### src/rtl/cmd_word_fifo.sv
`default_nettype none
// ============================================================================
//  Module   : cmd_word_fifo
//  Purpose  : First-word-fall-through command FIFO between the UART command
//             decoder (writer) and the Wishbone master (reader). Holds
//             2**AW command words of DW bits. A write into a full FIFO is
//             dropped and flagged on a sticky overflow flag.
//  Revision : 1.0 - initial release
// ----------------------------------------------------------------------------
//  Ports
//    i_clk        in   1     system clock, rising edge
//    i_reset_n    in   1     asynchronous assert, active-low reset
//    i_wr_stb     in   1     upstream word valid (single-cycle strobe)
//    i_wr_word    in   DW    upstream command word
//    o_wr_busy    out  1     FIFO full, write not accepted
//    o_rd_stb     out  1     head word valid
//    o_rd_word    out  DW    head word
//    i_rd_busy    in   1     downstream busy, head not consumed while high
//    o_fill       out  AW+1  words stored, 0..2**AW
//    o_ovf        out  1     sticky: a write was dropped while full
//    i_ovf_clear  in   1     clears o_ovf and o_ovf_cnt
//    o_ovf_cnt    out  8     dropped-word count (saturating)
// ----------------------------------------------------------------------------
//  Build option
//    CMD_FIFO_OVF_CNT_EN  defined   : o_ovf_cnt counts dropped writes,
//                                     saturating at 255.
//                         undefined : o_ovf_cnt is tied to zero.
// ============================================================================
module cmd_word_fifo #(
  parameter int DW = 34,
  parameter int AW = 4
) (
  input  logic          i_clk,
  input  logic          i_reset_n,
  input  logic          i_wr_stb,
  input  logic [DW-1:0] i_wr_word,
  output logic          o_wr_busy,
  output logic          o_rd_stb,
  output logic [DW-1:0] o_rd_word,
  input  logic          i_rd_busy,
  output logic [AW:0]   o_fill,
  output logic          o_ovf,
  input  logic          i_ovf_clear,
  output logic [7:0]    o_ovf_cnt
);

  localparam int c_DEPTH = 2**AW;

  // Storage is intentionally not reset; its content is only observable
  // while the FIFO holds at least one word.
  logic [DW-1:0] mem_q [c_DEPTH];

  // Pointers carry one extra wrap bit so full and empty are distinguishable
  // without a separate counter.
  logic [AW:0] wr_ptr_q, wr_ptr_d;
  logic [AW:0] rd_ptr_q, rd_ptr_d;
  logic        ovf_q,    ovf_d;

  logic w_full;
  logic w_empty;
  logic w_wr_acc;
  logic w_rd_xfer;
  logic w_drop;

  // --------------------------------------------------------------------------
  // Status, derived from registered pointers only
  // --------------------------------------------------------------------------
  assign w_empty = (wr_ptr_q == rd_ptr_q);
  assign w_full  = (wr_ptr_q[AW] != rd_ptr_q[AW]) &&
                   (wr_ptr_q[AW-1:0] == rd_ptr_q[AW-1:0]);

  // Full is judged on pre-edge state, so a write arriving while full is
  // dropped even if the head is consumed in the same cycle.
  assign w_wr_acc  = i_wr_stb && !w_full;
  assign w_drop    = i_wr_stb &&  w_full;
  // An empty FIFO has no head, so a write into it is never read the same edge.
  assign w_rd_xfer = !w_empty && !i_rd_busy;

  // --------------------------------------------------------------------------
  // Next-state
  // --------------------------------------------------------------------------
  always_comb begin
    wr_ptr_d = wr_ptr_q;
    rd_ptr_d = rd_ptr_q;
    if (w_wr_acc) begin
      wr_ptr_d = wr_ptr_q + 1'b1;
    end
    if (w_rd_xfer) begin
      rd_ptr_d = rd_ptr_q + 1'b1;
    end
  end

  // A drop in the same cycle as a clear must still leave the flag set.
  always_comb begin
    ovf_d = w_drop || (ovf_q && !i_ovf_clear);
  end

  // --------------------------------------------------------------------------
  // State registers
  // --------------------------------------------------------------------------
  always_ff @(posedge i_clk or negedge i_reset_n) begin
    if (!i_reset_n) begin
      wr_ptr_q <= '0;
      rd_ptr_q <= '0;
      ovf_q    <= 1'b0;
    end else begin
      wr_ptr_q <= wr_ptr_d;
      rd_ptr_q <= rd_ptr_d;
      ovf_q    <= ovf_d;
    end
  end

  always_ff @(posedge i_clk) begin
    if (w_wr_acc) begin
      mem_q[wr_ptr_q[AW-1:0]] <= i_wr_word;
    end
  end

  // --------------------------------------------------------------------------
  // Optional dropped-word counter
  // --------------------------------------------------------------------------
`ifdef CMD_FIFO_OVF_CNT_EN
  logic [7:0] ovf_cnt_q, ovf_cnt_d;

  // Clear has priority over a simultaneous drop; count saturates at 255.
  always_comb begin
    ovf_cnt_d = ovf_cnt_q;
    if (i_ovf_clear) begin
      ovf_cnt_d = 8'd0;
    end else if (w_drop && (ovf_cnt_q != 8'hFF)) begin
      ovf_cnt_d = ovf_cnt_q + 8'd1;
    end
  end

  always_ff @(posedge i_clk or negedge i_reset_n) begin
    if (!i_reset_n) begin
      ovf_cnt_q <= 8'd0;
    end else begin
      ovf_cnt_q <= ovf_cnt_d;
    end
  end

  assign o_ovf_cnt = ovf_cnt_q;
`else
  assign o_ovf_cnt = 8'd0;
`endif

  // --------------------------------------------------------------------------
  // Outputs
  // --------------------------------------------------------------------------
  assign o_fill    = wr_ptr_q - rd_ptr_q;
  assign o_wr_busy = w_full;
  assign o_rd_stb  = !w_empty;
  assign o_rd_word = mem_q[rd_ptr_q[AW-1:0]];
  assign o_ovf     = ovf_q;

endmodule
`default_nettype wire

### config.mk
export PLATFORM = sky130hd
export DESIGN_NAME = cmd_word_fifo
export DESIGN_NICKNAME = d
export VERILOG_FILES = /design/src/rtl/cmd_word_fifo.sv
export SDC_FILE = /design/constraint.sdc
export NUM_CORES = 1
export LEC_CHECK = 0
export CAP_MARGIN = 10
export CORE_MARGIN = 2
export CORE_UTILIZATION = 40
export DETAILED_ROUTE_END_ITERATION = 7
export HOLD_SLACK_MARGIN = 0.06
export PLACE_DENSITY_LB_ADDON = 0.2
export SLEW_MARGIN = 20
export SYNTH_ARGS = -nofsm -noshare
export SYNTH_HDL_FRONTEND = slang
export SYNTH_SLANG_ARGS = --single-unit
export TNS_END_PERCENT = 5
### constraint.sdc
create_clock -name i_clk -period 6.7 [get_ports i_clk]
set_input_delay 0.67 -clock i_clk [delete_from_list [all_inputs] [get_ports i_clk]]
set_output_delay 0.67 -clock i_clk [all_outputs]
set_load 0.01 [all_outputs]
# == Word-level counts from Yosys, hierarchy flattened ==
# Memories as Yosys holds them, arrays and structs flattened.
# Index checks and enable logic that the tools add are counted.
# totals
input_bits,39
elab_cells,22
mem_bits_rw,544
mem_count,1
output_inout_bits,50
ff_bits,11
# mem_list
name,depth,width,rd,rd_clocked_by_memory_dff,wr,line_no,text
mem_q,16,34,1,0,1,51,logic [DW-1:0] mem_q [c_DEPTH];
# op_classes
eq_ne,3
n_addsub,3
n_reduce_logical,10
mux,2
# op_table
operator,count
adder 5 x 1 -> 5 bit (second input constant),2
equality test 5 bit,1
logical AND 1 bit,5
subtractor 5 bit,1
equality test 4 bit,1
logical NOT 1 bit,4
2-to-1 mux 1 bit,2
logical OR 1 bit,1
!= test 1 bit,1

# == Depth between registers and ports, before layout ==
# Gate-level depths: netlist (run 1).
# depth
word_depth,6
depth_mapped,10
depth_no_buf,7

# == Worst setup path before layout (run 1) ==
# No wires, ideal clock.
# synth_timing
path_type,register to register
startpoint,register rd_ptr_q[1]
endpoint,memory mem_q[3][0] (enable)
period_less_slack_ps,4618
setup_time_ps,467
setup_slack_ps,2082
required_time_ps,6233
path_buffers,4
stages_incl_launch_ff,11
t_arrival_ps,4150
path_cell_list,dfrtp_1 > buf_2 > buf_2 > buf_2 > inv_1 > ha_1 > nand4_1 > o21a_1 > buf_2 > nand2_1 > nor3_1
# synth_via
elab_chain_len,6
# synth_lines
element,line_no,text
"start, declared",56,"logic [AW:0] rd_ptr_q, rd_ptr_d;"
"start signal, assigned",108,rd_ptr_q <= rd_ptr_d;
equality test 4 bit,70,(wr_ptr_q[AW-1:0] == rd_ptr_q[AW-1:0]);
logical AND 1 bit,69,assign w_full = (wr_ptr_q[AW] != rd_ptr_q[AW]) &&
logical NOT 1 bit,74,assign w_wr_acc = i_wr_stb && !w_full;
logical AND 1 bit,74,
2-to-1 mux 1 bit,114,if (w_wr_acc) begin
2-to-1 mux 1 bit (implied by the code),115,mem_q[wr_ptr_q[AW-1:0]] <= i_wr_word;
"end, declared",51,
# Every way passes these cells.

# == Worst setup path in the final report (run 1) ==
# layout_timing
startpoint,register rd_ptr_q[1]
endpoint,output o_rd_word[11]
# layout_via
elab_chain_len,1
# layout_lines
element,line_no,text
memory (16 x 34 bit),-,
"end, declared",39,"output logic [DW-1:0] o_rd_word,"
# Every way passes these cells.

==> summary.md, run 1 <==
| Metric | Value |
|---|---|
| Most common cell in the netlist | edfxtp_1 |
| Routed length per instance | 25.2 µm |
| DRT antenna net count | 0 |
| Area share of the largest cell type after synthesis | roughly three quarters |
| CP Max Fanout | 42 |
| Worst slew pin tran | ~1.1 ns |
| WHS | about 0.43 ns |
| Total number of vias | about 10000 |
| Crit path kind | register to output pin |
| Number of H-tree levels | 2 |
| Reg-to-Reg Start | rd_ptr_q[1] |
| Leakage | approximately 8.2 nW |
| Status | complete, no violations |
| Final net count | around 1200 |
| Synth Register Bits | 555 |
| Hold Path Class | input pin to asynchronous set/reset pin |
| Seq/Total Area, Yosys | 76.6% |
| Initial antenna violation count | 3 |
| CP Capture Type | output pin |
| GR Layer Usage met1 | roughly 23% |
| FILL cells | 4453 |
| Post-synth top cells | edfxtp_1, mux2i_1, mux4_2, a221oi_1, nand2_1 |
| Max Slew Vio Count | 0 |
| Crit path time final | 4.57 ns |
| Mapped cell area | between 0.02 and 0.025 mm² |
| Clk_lat worst skew | 0.60 ns |
| Final setup TNS | 0 ns |
| RSZ-0062 raised after global routing | false |
| Max rail drop VDD | about 0.22 mV |
| Final std cells w/o fill | ~1900 |
| Pin count of the biggest net entering global routing | 70 |
| Synth Instances | around 1100 |
| Post-synth ARST share | 1.98% |
| Fraction of layout instances using a drive strength above 1 | about 17% |
| # IOs | a little under 90 |
| Post-CTS setup buffers | 0 |
| DRT Wirelength | between 40000 and 50000 µm |
| Dpl cells | ~1800 |
| CP startpoint | rd_ptr_q[1] |
| Worst path required time | just over 6 ns |
| Pint | roughly 7.5 mW |
| Die width | roughly 240 µm |
| DR iter-0 viols | 792 |
| Logic pwr share | between 30% and 40% |
| Post-Syn Area per Cell | around 20 µm² |
| GRT overflow | 0 |
| Top Usage Layer GRT | met2 |
| Final setup vio count | 0 |
| DPL Wire Length | 24400 µm |
| Flop pwr share | between 40% and 50% |
| Power Density | between 400 and 500 mW/mm² |
| Post-layout util | 46.6% |
| Netlist cell types | 34 |
| GR Layer Usage met3 | 2.97% |
| Area of the core | 0.0537 mm² |
| Clk pwr share | 26.8% |
| Worst Clk Skew | roughly 0.015 ns |
| Max transition margin | between 20% and 30% |
| Number of global-route vias before repair | between 10000 and 15000 |
| Cell taking the most area after synthesis | edfxtp_1 |
| Switching power | 3.45 mW |
| IO Port Bufs | 80 |
| Die area | roughly 0.056 mm² |
| Post-route DRC violation count | 0 |
| Switching share of power | about a third |
| CTS tree | built |
| Die height | 237 µm |
| Clock root cell | clkbuf_16 |
| CTS max path bufs | 3 |
| Max Cap Viol | 0 |
| Area growth syn-to-layout | 15.4% |
| Data arrival, critical path | just under 4 ns |
| TritonRoute pass-1 iters | 4 |
| Row cnt | between 80 and 90 |
| CTS buffer count | 56 |
| Met2 Usage GRT | 30.0% |
| Synth top area cells | edfxtp_1, mux4_2, mux2i_1 |
| Final Hold Viols | 0 |
| First-pass GRT wire length | 72000 µm |
| CP Capture Point | o_rd_word[11] |
| Worst-path clk slew | 0.06 ns |
| Startpoint Class | register |
| Final Wtd Congestion | around 0.71 |
| Via density | approximately 5.5 |
| Worst reg2reg path depth | 7 |
| CTS Hold Buffers Added | 0 |
| Fmax | 219 MHz |
| Resized cells post-CTS | 0 |
| Tcrit/Tclk final | 68.3% |
| R2r setup slk | approximately 3.0 ns |
| Synth Flop Type | edfxtp_1 |
| Initial Utilization | between 40% and 50% |
| R2r endpoint | mem_q[7][5] |
| CTS sink count | between 500 and 600 |
| GRT Util Overall | between 10% and 20% |
| Yosys warns | 0 |
| Number of synthesized flops with an enable pin | between 500 and 600 |
cell type report:
cell class	instances	area, µm²	area share [%]
Sequential cell	555	16600	66.4
Multi-Input combinational cell	449	4740	18.9
Clock buffer	71	1480	5.91
Timing Repair Buffer	107	1060	4.24
Tap cell	696	871	3.48
Clock inverter	31	224	0.895
Inverter	9	33.8	0.135
Antenna cell	1	2.50	0.0100
cell families after synthesis:
family | Yosys count | share of synthesized area, %
AOI/OAI and AO/OA | 145 | 5.41
DFF | 555 | 76.6
xor gates and xnor gates | 12 | 0.484
and+or+nand+nor | 70 | 1.36
buffers and inverters | 78 | 2.24
adders and majority gates | 10 | 0.611
other | 1 | 0.0173
muxes | 204 | 13.3
metrics by stage:
stage / power, mW / worst slack (ns) / area (µm²)
floorplan: 6.76 / 2.08 / 21700
global placement: 8.10 / 2.71 / 23300
detailed placement: 8.13 / 2.73 / 23300
CTS: 11.1 / 2.06 / 25000
global route: 11.4 / 1.90 / 25000
finish: 10.9 / 2.13 / 25000
layout by cell type (no fill, tap or decap), types with 3 or more instances in the layout:
| cell | Yosys | layout |
|---|---|---|
| ha_1 | 9 | 9 |
| a22oi_1 | 34 | 34 |
| o21ai_0 | 27 | 27 |
| a221oi_1 | 52 | 52 |
| o21ai_1 | 10 | 10 |
| a221oi_2 | 16 | 16 |
| nand2_1 | 44 | 44 |
| inv_1 | 8 | 7 |
| xnor2_1 | 10 | 10 |
| bufinv_16 | 0 | 3 |
| clkbuf_1 | 20 | 14 |
| mux4_2 | 68 | 68 |
| clkbuf_16 | 0 | 57 |
| nand4_1 | 4 | 4 |
| clkinv_2 | 0 | 15 |
| mux2i_1 | 136 | 136 |
| clkinv_1 | 1 | 11 |
| dfrtp_1 | 11 | 7 |
| conb_1 | 1 | 8 |
| a21oi_1 | 3 | 3 |
| clkdlybuf4s50_1 | 0 | 80 |
| nor3_2 | 0 | 4 |
| nor2_4 | 0 | 11 |
| buf_4 | 15 | 23 |
| buf_12 | 1 | 3 |
| edfxtp_1 | 544 | 544 |
worst min path at each step:
| stage | from | endpoint | depth (start not counted) |
|---|---|---|---|
| 6_report | i_reset_n | o_ovf | 1 |
| 5_1_grt | i_reset_n | o_ovf | 1 |
| 4_1_cts | i_reset_n | o_ovf | 1 |
| 3_5_place_dp | wr_ptr_q[4] | wr_ptr_q[4] | 1 |
| 3_3_place_gp | wr_ptr_q[4] | wr_ptr_q[4] | 1 |
| 2_1_floorplan | i_reset_n | o_ovf | 0 |
power by group through the flow:
stage	clock [mW]	combinational, mW	sequential (mW)
2_1_floorplan	0	2.41	4.34
3_3_place_gp	0	3.61	4.49
3_5_place_dp	0	3.63	4.50
4_1_cts	2.99	3.64	4.43
5_1_grt	3.13	3.85	4.46
6_report	2.93	3.56	4.42
state kept, by name (all words and copies together), names as in the netlist:
signal / flops
mem_q: 544
rd_ptr_q: 5
wr_ptr_q: 5
o_ovf: 1
critical path: stages, from the launching register on:
cell and delay, ns:
dfrtp_4 0.72, nor2b_4 0.73, buf_4 0.70, a221oi_1 0.20, o21ai_0 0.23, nand2_1 0.13, clkdlybuf4s50_1 0.50
per-layer routing:
layer / wire length [µm] / up-vias
li1: - / 4665
met1: 20600 / 5519
met2: 24600 / 210
met3: 2020 / 77
met4: 1060 / 4
met5: 26 / -
Note: power is estimated with default switching activity, not from simulation.
==> inputs of run 2 (changes only) <==
==> constraint.sdc (replaced) <==
create_clock -name i_clk -period 4.4 [get_ports i_clk]
set_input_delay 0.44 -clock i_clk [delete_from_list [all_inputs] [get_ports i_clk]]
set_output_delay 0.44 -clock i_clk [all_outputs]
set_load 0.01 [all_outputs]
==> run 2 against run 1 <==
  * Routed wire length decreased by 1.1%
  * Clock skew increased by 0.0046 ns
  * Critical path type unchanged
  * Global-route usage decreased by 0.23 points
  * Sequential power increased by 52%
  * Register-to-register slack got worse by 1.8 ns
  * Die area unchanged
  * Via count about the same
  * Flip-flop and latch count unchanged
==> summary.md, run 2 (synthesis gave the netlist of run 1 again) <==
| Metric | Value |
|---|---|
| Post-layout util | 47.0% (+0.42 points) |
| Reg area | 0.0166 mm² (unchanged) |
| Final net count | 1243 (+1.3%) |
| Post-route DRC violation count | 0 (unchanged) |
| Die area | 0.0561 mm² (unchanged) |
| Multi-input logic area | 0.00475 mm² (+0.13%) |
| Switching power | 5.33 mW (+54%) |
| Final setup TNS | 0 ns (unchanged) |
| Number of global-route vias before repair | 10900 (+0.073%) |
| CTS Hold Buffers Added | 0 (unchanged) |
| Worst Clk Skew | 0.0198 ns (+0.00465 ns) |
| Startpoint Class | register |
| Flop pwr share | 39.9% (-0.6 points) |
| Clk_lat worst skew | 0.61 ns (about the same) |
| Number of H-tree levels | 2 (unchanged) |
| Max reg flops | 544 (unchanged) |
| Reg-to-Reg Start | rd_ptr_q[1] |
| DRT antenna net count | 0 (unchanged) |
| CTS sink count | 555 (unchanged) |
| Post-CTS setup buffers | 0 (unchanged) |
| Initial Utilization | 40.4% (unchanged) |
| Row cnt | 85 (unchanged) |
| Final Power | 16.9 mW (+54%) |
| Fraction of layout instances using a drive strength above 1 | 18.2% (+0.92 points) |
| DRT Wirelength | 47800 µm (-1.1%) |
| Initial antenna violation count | 1 (-2) |
| Hold Path Class | input pin to asynchronous set/reset pin |
| Tcrit/Tclk final | 88.0% |
| Worst-path clk slew | 0.06 ns (about the same) |
| FILL cells | 4451 (-0.045%) |
| R2r endpoint | mem_q[7][16] |
| Status | complete, no violations |
| Worst path required time | 3.96 ns (-2.07 ns) |
| Logic pwr share | 33.1% (+0.4 points) |
| IO Port Bufs | 80 (unchanged) |
| Die width | 237 µm (unchanged) |
| CTS buffer count | 57 (+1.8%) |
| Final Wtd Congestion | 0.719 (+1.1%) |
| CTS tree | built |
| TritonRoute pass-1 iters | 4 (unchanged) |
| Switching share of power | 31.6% (about the same) |
| Area of the core | 0.0537 mm² (unchanged) |
| Total number of vias | 10500 (-0.086%) |
| Most common cell after layout, fill and taps aside | edfxtp_1 |
| Power Density | 667 mW/mm² (+53%) |
| Final setup vio count | 0 (unchanged) |
| Pin count of the biggest net entering global routing | 67 (-4.3%) |
| RSZ-0062 raised after global routing | false |
| DR iter-0 viols | 800 (+1.0%) |
| Clk pwr share | 27.0% (+0.2 points) |
| Leakage | 8.35 nW (+1.3%) |
| GRT overflow | 0 (unchanged) |
| Resized cells post-CTS | 0 (unchanged) |
| Via density | 5.41 (-0.81%) |
| Max Slew Vio Count | 0 (unchanged) |
| CP Max Fanout | 66 (+57%) |
| Commonest non-fill, non-tap cells in the layout | edfxtp_1, mux2i_1, clkdlybuf4s50_1 |
| Max transition margin | 43.7% (+15 points) |
| CP Capture Type | output pin |
| R2r setup slk | 1.17 ns (-1.81 ns) |
| # IOs | 89 (unchanged) |
| Clock root cell | clkbuf_16 |
| Crit path kind | register to output pin |
| DPL Wire Length | 26400 µm (+8.2%) |
| GRT Util Overall | 17.3% (-0.23 points) |
| Max Cap Viol | 0 (unchanged) |
| Final Hold Viols | 0 (unchanged) |
| Worst slew pin tran | 0.842 ns (-0.229 ns) |
| Pint | 11.5 mW (+54%) |
| Die height | 237 µm (unchanged) |
| Max rail drop VDD | 0.365 mV (+69%) |
| Data arrival, critical path | 3.43 ns (-0.47 ns) |
| Fmax | 258 MHz |
| Area growth syn-to-layout | 16.4% |
| Worst reg2reg path depth | 7 (unchanged) |
| First-pass GRT wire length | 71300 µm (-0.93%) |
| Diode count | 0 (-1) |
| CTS max path bufs | 3 (unchanged) |
| Routed length per instance | 24.7 µm (-1.8%) |
| Crit path time final | approximately 3.9 ns |
[run 2: changes by cell type in the layout (fill, tap and decap cells not counted), sizes merged]
cell,previous run,this run
clkinv,26,23
diode,1,0
clkbuf,71,73
clkinvlp,0,2
inv,11,10
buf,27,42
[run 2: worst max-delay path by stage]
| stage | from | endpoint | slack [ns] | cells after the start |
|---|---|---|---|---|
| floorplan | rd_ptr_q[1] | mem_q[0][0] | -0.20 | 10 |
| global placement | rd_ptr_q[0] | o_rd_word[28] | 1.16 | 6 |
| detailed placement | rd_ptr_q[1] | mem_q[7][0] | 1.13 | 7 |
| CTS | rd_ptr_q[0] | o_rd_word[15] | 0.46 | 6 |
| global route | rd_ptr_q[0] | o_rd_word[25] | 0.31 | 6 |
| finish | rd_ptr_q[0] | o_rd_word[17] | 0.53 | 6 |
[run 2: power groups by stage]
stage,sequential (mW),clock (mW),combinational (mW)
2_1_floorplan,6.61,0,3.68
3_3_place_gp,6.82,0,5.68
3_5_place_dp,6.84,0,5.70
4_1_cts,6.73,4.66,5.73
5_1_grt,6.78,4.89,6.03
6_report,6.72,4.55,5.59
[run 2: critical path, cell delays in order (launching register included)]
cell	delay (ns)
dfrtp_4	0.80
buf_12	0.47
mux2i_1	0.15
a221oi_1	0.48
a22oi_1	0.16
nand2_1	0.12
clkdlybuf4s50_1	0.55
[run 2: through the flow]
| stage | worst slack, ns | area [µm²] | hold slack, ns | std cells |
|---|---|---|---|---|
| 2_1_floorplan | -0.201 | 21700 | 0.144 | 1082 |
| 3_3_place_gp | 1.16 | 23500 | 0.481 | 1831 |
| 3_5_place_dp | 1.13 | 23500 | 0.502 | 1831 |
| 4_1_cts | 0.465 | 25300 | 0.176 | 1933 |
| 5_1_grt | 0.306 | 25300 | 0.187 | 1933 |
| 6_report | 0.530 | 25300 | 0.187 | 1933 |
[run 2: cell type report]
type / count / area share, %
clock inverter: 29 / 0.862
clock buffer: 73 / 6.05
sequential: 555 / 65.8
multi-input combinational: 449 / 18.8
timing repair buffer: 122 / 4.91
inverter: 9 / 0.134
tap: 696 / 3.45
[run 2: layer usage]
metal  wire, µm  up-vias  track usage (%)
met5         13        -                0
met4        847        2             4.30
met3       1720       54             3.12
met2      24200      183             29.4
met1      21100     5537             23.2
li1           -     4690                -
==> inputs of run 3 (changes only) <==
--- a/config.mk
+++ b/config.mk
@@ -7,7 +7,7 @@
 export LEC_CHECK = 0
 export CAP_MARGIN = 10
 export CORE_MARGIN = 2
-export CORE_UTILIZATION = 40
+export CORE_UTILIZATION = 60
 export DETAILED_ROUTE_END_ITERATION = 7
 export HOLD_SLACK_MARGIN = 0.06
 export PLACE_DENSITY_LB_ADDON = 0.2
==> run 3 against run 2 <==
  * Clock skew is 0.0049 ns lower
  * Register-to-register slack better by 0.10 ns
  * Die area is 33% lower
  * Design area is 0.77% lower
  * Critical path type unchanged
==> summary.md, run 3 (synthesis gave the netlist of run 1 again) <==
| Metric | Value |
|---|---|
| Commonest non-fill, non-tap cells in the layout | edfxtp_1, mux2i_1, clkdlybuf4s50_1 |
| Place WS | 1.22 ns (+0.0835 ns) |
| DRT antenna net count | 0 (unchanged) |
| CTS sink count | 555 (unchanged) |
| First-pass GRT wire length | 68300 µm (-4.2%) |
| Max rail drop VDD | 0.528 mV (+45%) |
| Max Slew Vio Count | 0 (unchanged) |
| Fmax | 265 MHz (+2.5%) |
| Final std cells w/o fill | 1701 (-12%) |
| Clk_lat worst skew | 0.58 ns (-0.03 ns) |
| Reg-to-Reg Start | rd_ptr_q[2] |
| TritonRoute pass-1 iters | 5 (+1) |
| Number of H-tree levels | 2 (unchanged) |
| Crit path time final | 3.78 ns (-0.0933 ns) |
| Area of the core | 0.0356 mm² (-34%) |
| CP startpoint | rd_ptr_q[0] |
| Max layer used | met4 |
| Power Density | 677 mW/mm² (+1.5%) |
| Hold Path Class | input pin to asynchronous set/reset pin |
| DRT Wirelength | 44800 µm (-6.3%) |
| GRT overflow | 0 (unchanged) |
| DPL Wire Length | 24500 µm (-7.4%) |
| Initial Utilization | 61.0% (+21 points) |
| Worst Clk Skew | 0.0149 ns (-0.00491 ns) |
| Pin count of the biggest net entering global routing | 69 (+3.0%) |
| DR iter-0 viols | 1095 (+37%) |
| Dpl cells | 1597 (-13%) |
| Met2 wire len | 22100 µm (-8.4%) |
| GRT Util Overall | 24.3% (+7.0 points) |
| Status | complete, no violations |
| Startpoint Class | register |
| Post-route DRC violation count | 0 (unchanged) |
| WL met1 | 19000 µm (-9.8%) |
| Die height | 194 µm (-18%) |
| Crit path kind | register to output pin |
| Most common cell after layout, fill and taps aside | edfxtp_1 |
| Max transition margin | 52.7% (+9.0 points) |
| WHS | 0.202 ns (+0.0153 ns) |
| Row cnt | 69 (-19%) |
| Number of global-route vias before repair | 11100 (+1.9%) |
| Worst path required time | 3.96 ns (about the same) |
| Dpl cell area | 0.0232 mm² (-1.2%) |
| CTS max path bufs | 3 (unchanged) |
| Leakage | 8.40 nW (+0.64%) |
| Total number of vias | 10700 (+2.6%) |
| Worst-path clk slew | 0.06 ns (about the same) |
| Post-layout util | 70.5% (+23 points) |
| RSZ-0062 raised after global routing | false |
| Area growth syn-to-layout | 15.5% |
| Final net count | 1242 (-0.080%) |
| CTS Hold Buffers Added | 0 (unchanged) |
| Worst slew pin tran | 0.709 ns (-0.133 ns) |
| Post-route cell area | 0.0251 mm² (-0.77%) |
| CP Max Fanout | 31 (-53%) |
| Fraction of layout instances using a drive strength above 1 | 18.7% (+0.54 points) |
| Tcrit/Tclk final | 85.8% (-2.1 points) |
| CTS tree | built |
| Via density | 6.31 (+17%) |
| Die width | 194 µm (-18%) |
| Data arrival, critical path | 3.34 ns (-0.09 ns) |
| Clock root cell | clkbuf_16 |
| Initial antenna violation count | 1 (unchanged) |
| Max Cap Viol | 0 (unchanged) |
| Final Hold Viols | 0 (unchanged) |
| Die area | 0.0377 mm² (-33%) |
| Final Wtd Congestion | 0.809 (+13%) |
| CP Capture Type | output pin |
| Routed length per instance | 26.3 µm (+6.5%) |
| Final setup vio count | 0 (unchanged) |
| Met3 WL post-DR | 2540 µm (+48%) |
| # IOs | 89 (unchanged) |
| Resized cells post-CTS | 0 (unchanged) |
| Final worst slack | 0.623 ns (+0.0933 ns) |
| Post-CTS setup buffers | 0 (unchanged) |
| CTS buffer count | 55 (-3.5%) |
| Max reg flops | 544 (unchanged) |
| IO Port Bufs | 80 (unchanged) |
## run 3: cell count changes in the layout (fill, tap and decap cells not counted)
| cell | previous run | this run |
|---|---|---|
| clkbuf_8 | 0 | 5 |
| clkbuf_1 | 14 | 10 |
| bufinv_16 | 3 | 6 |
| clkbuf_16 | 59 | 57 |
| clkinv_1 | 12 | 10 |
| and2_2 | 0 | 1 |
| and2_4 | 1 | 0 |
| buf_4 | 32 | 33 |
| clkinv_2 | 10 | 11 |
| dfrtp_1 | 7 | 8 |
| dfrtp_2 | 2 | 1 |
| diode_2 | 0 | 1 |
## run 3: report_power, final
| part | internal (mW) | switching, mW |
|---|---|---|
| combinational | 2.51 | 3.01 |
| sequential | 6.39 | 0.370 |
| clock | 2.80 | 1.89 |
## run 3: layer usage
metal,GRT usage (%),vias up
li1,-,4695
met1,34.7,5574
met2,39.9,377
met3,3.22,87
met4,7.74,0
met5,0,-
## run 3: cell type report
class,instances,area [µm²]
well taps,461,577
clock buffers,72,1530
multi-input cells,449,4750
diodes,1,2.50
repair buffers,123,1250
flip-flops and latches,555,16600
inverters,9,33.8
fillers,2223,10500
clock inverters,31,305
## run 3: metrics by stage
stage | TNS (ns) | total power [mW]
6_report | 0 | 17.0
3_5_place_dp | 0 | 12.4
2_1_floorplan | -20.46 | 10.3
3_3_place_gp | 0 | 12.3
4_1_cts | 0 | 17.1
5_1_grt | 0 | 17.7
## run 3: final timing paths
check	end	slack, ns	cells past startpoint
max	o_rd_word[2]	0.62	5
min	o_ovf	0.20	1
max reg2reg	mem_q[0][15]	1.27	7
min reg2reg	rd_ptr_q[4]	0.51	1
max in group asynchronous	rd_ptr_q[1]	3.79	1
min in group i_clk	o_ovf	0.41	2
## run 3: critical path, cell delays in order (launching register included)
cell             delay [ns]
dfrtp_4                0.82
buf_4                  0.52
mux4_2                 0.56
a22oi_1                0.22
nand2_1                0.11
clkdlybuf4s50_1        0.50
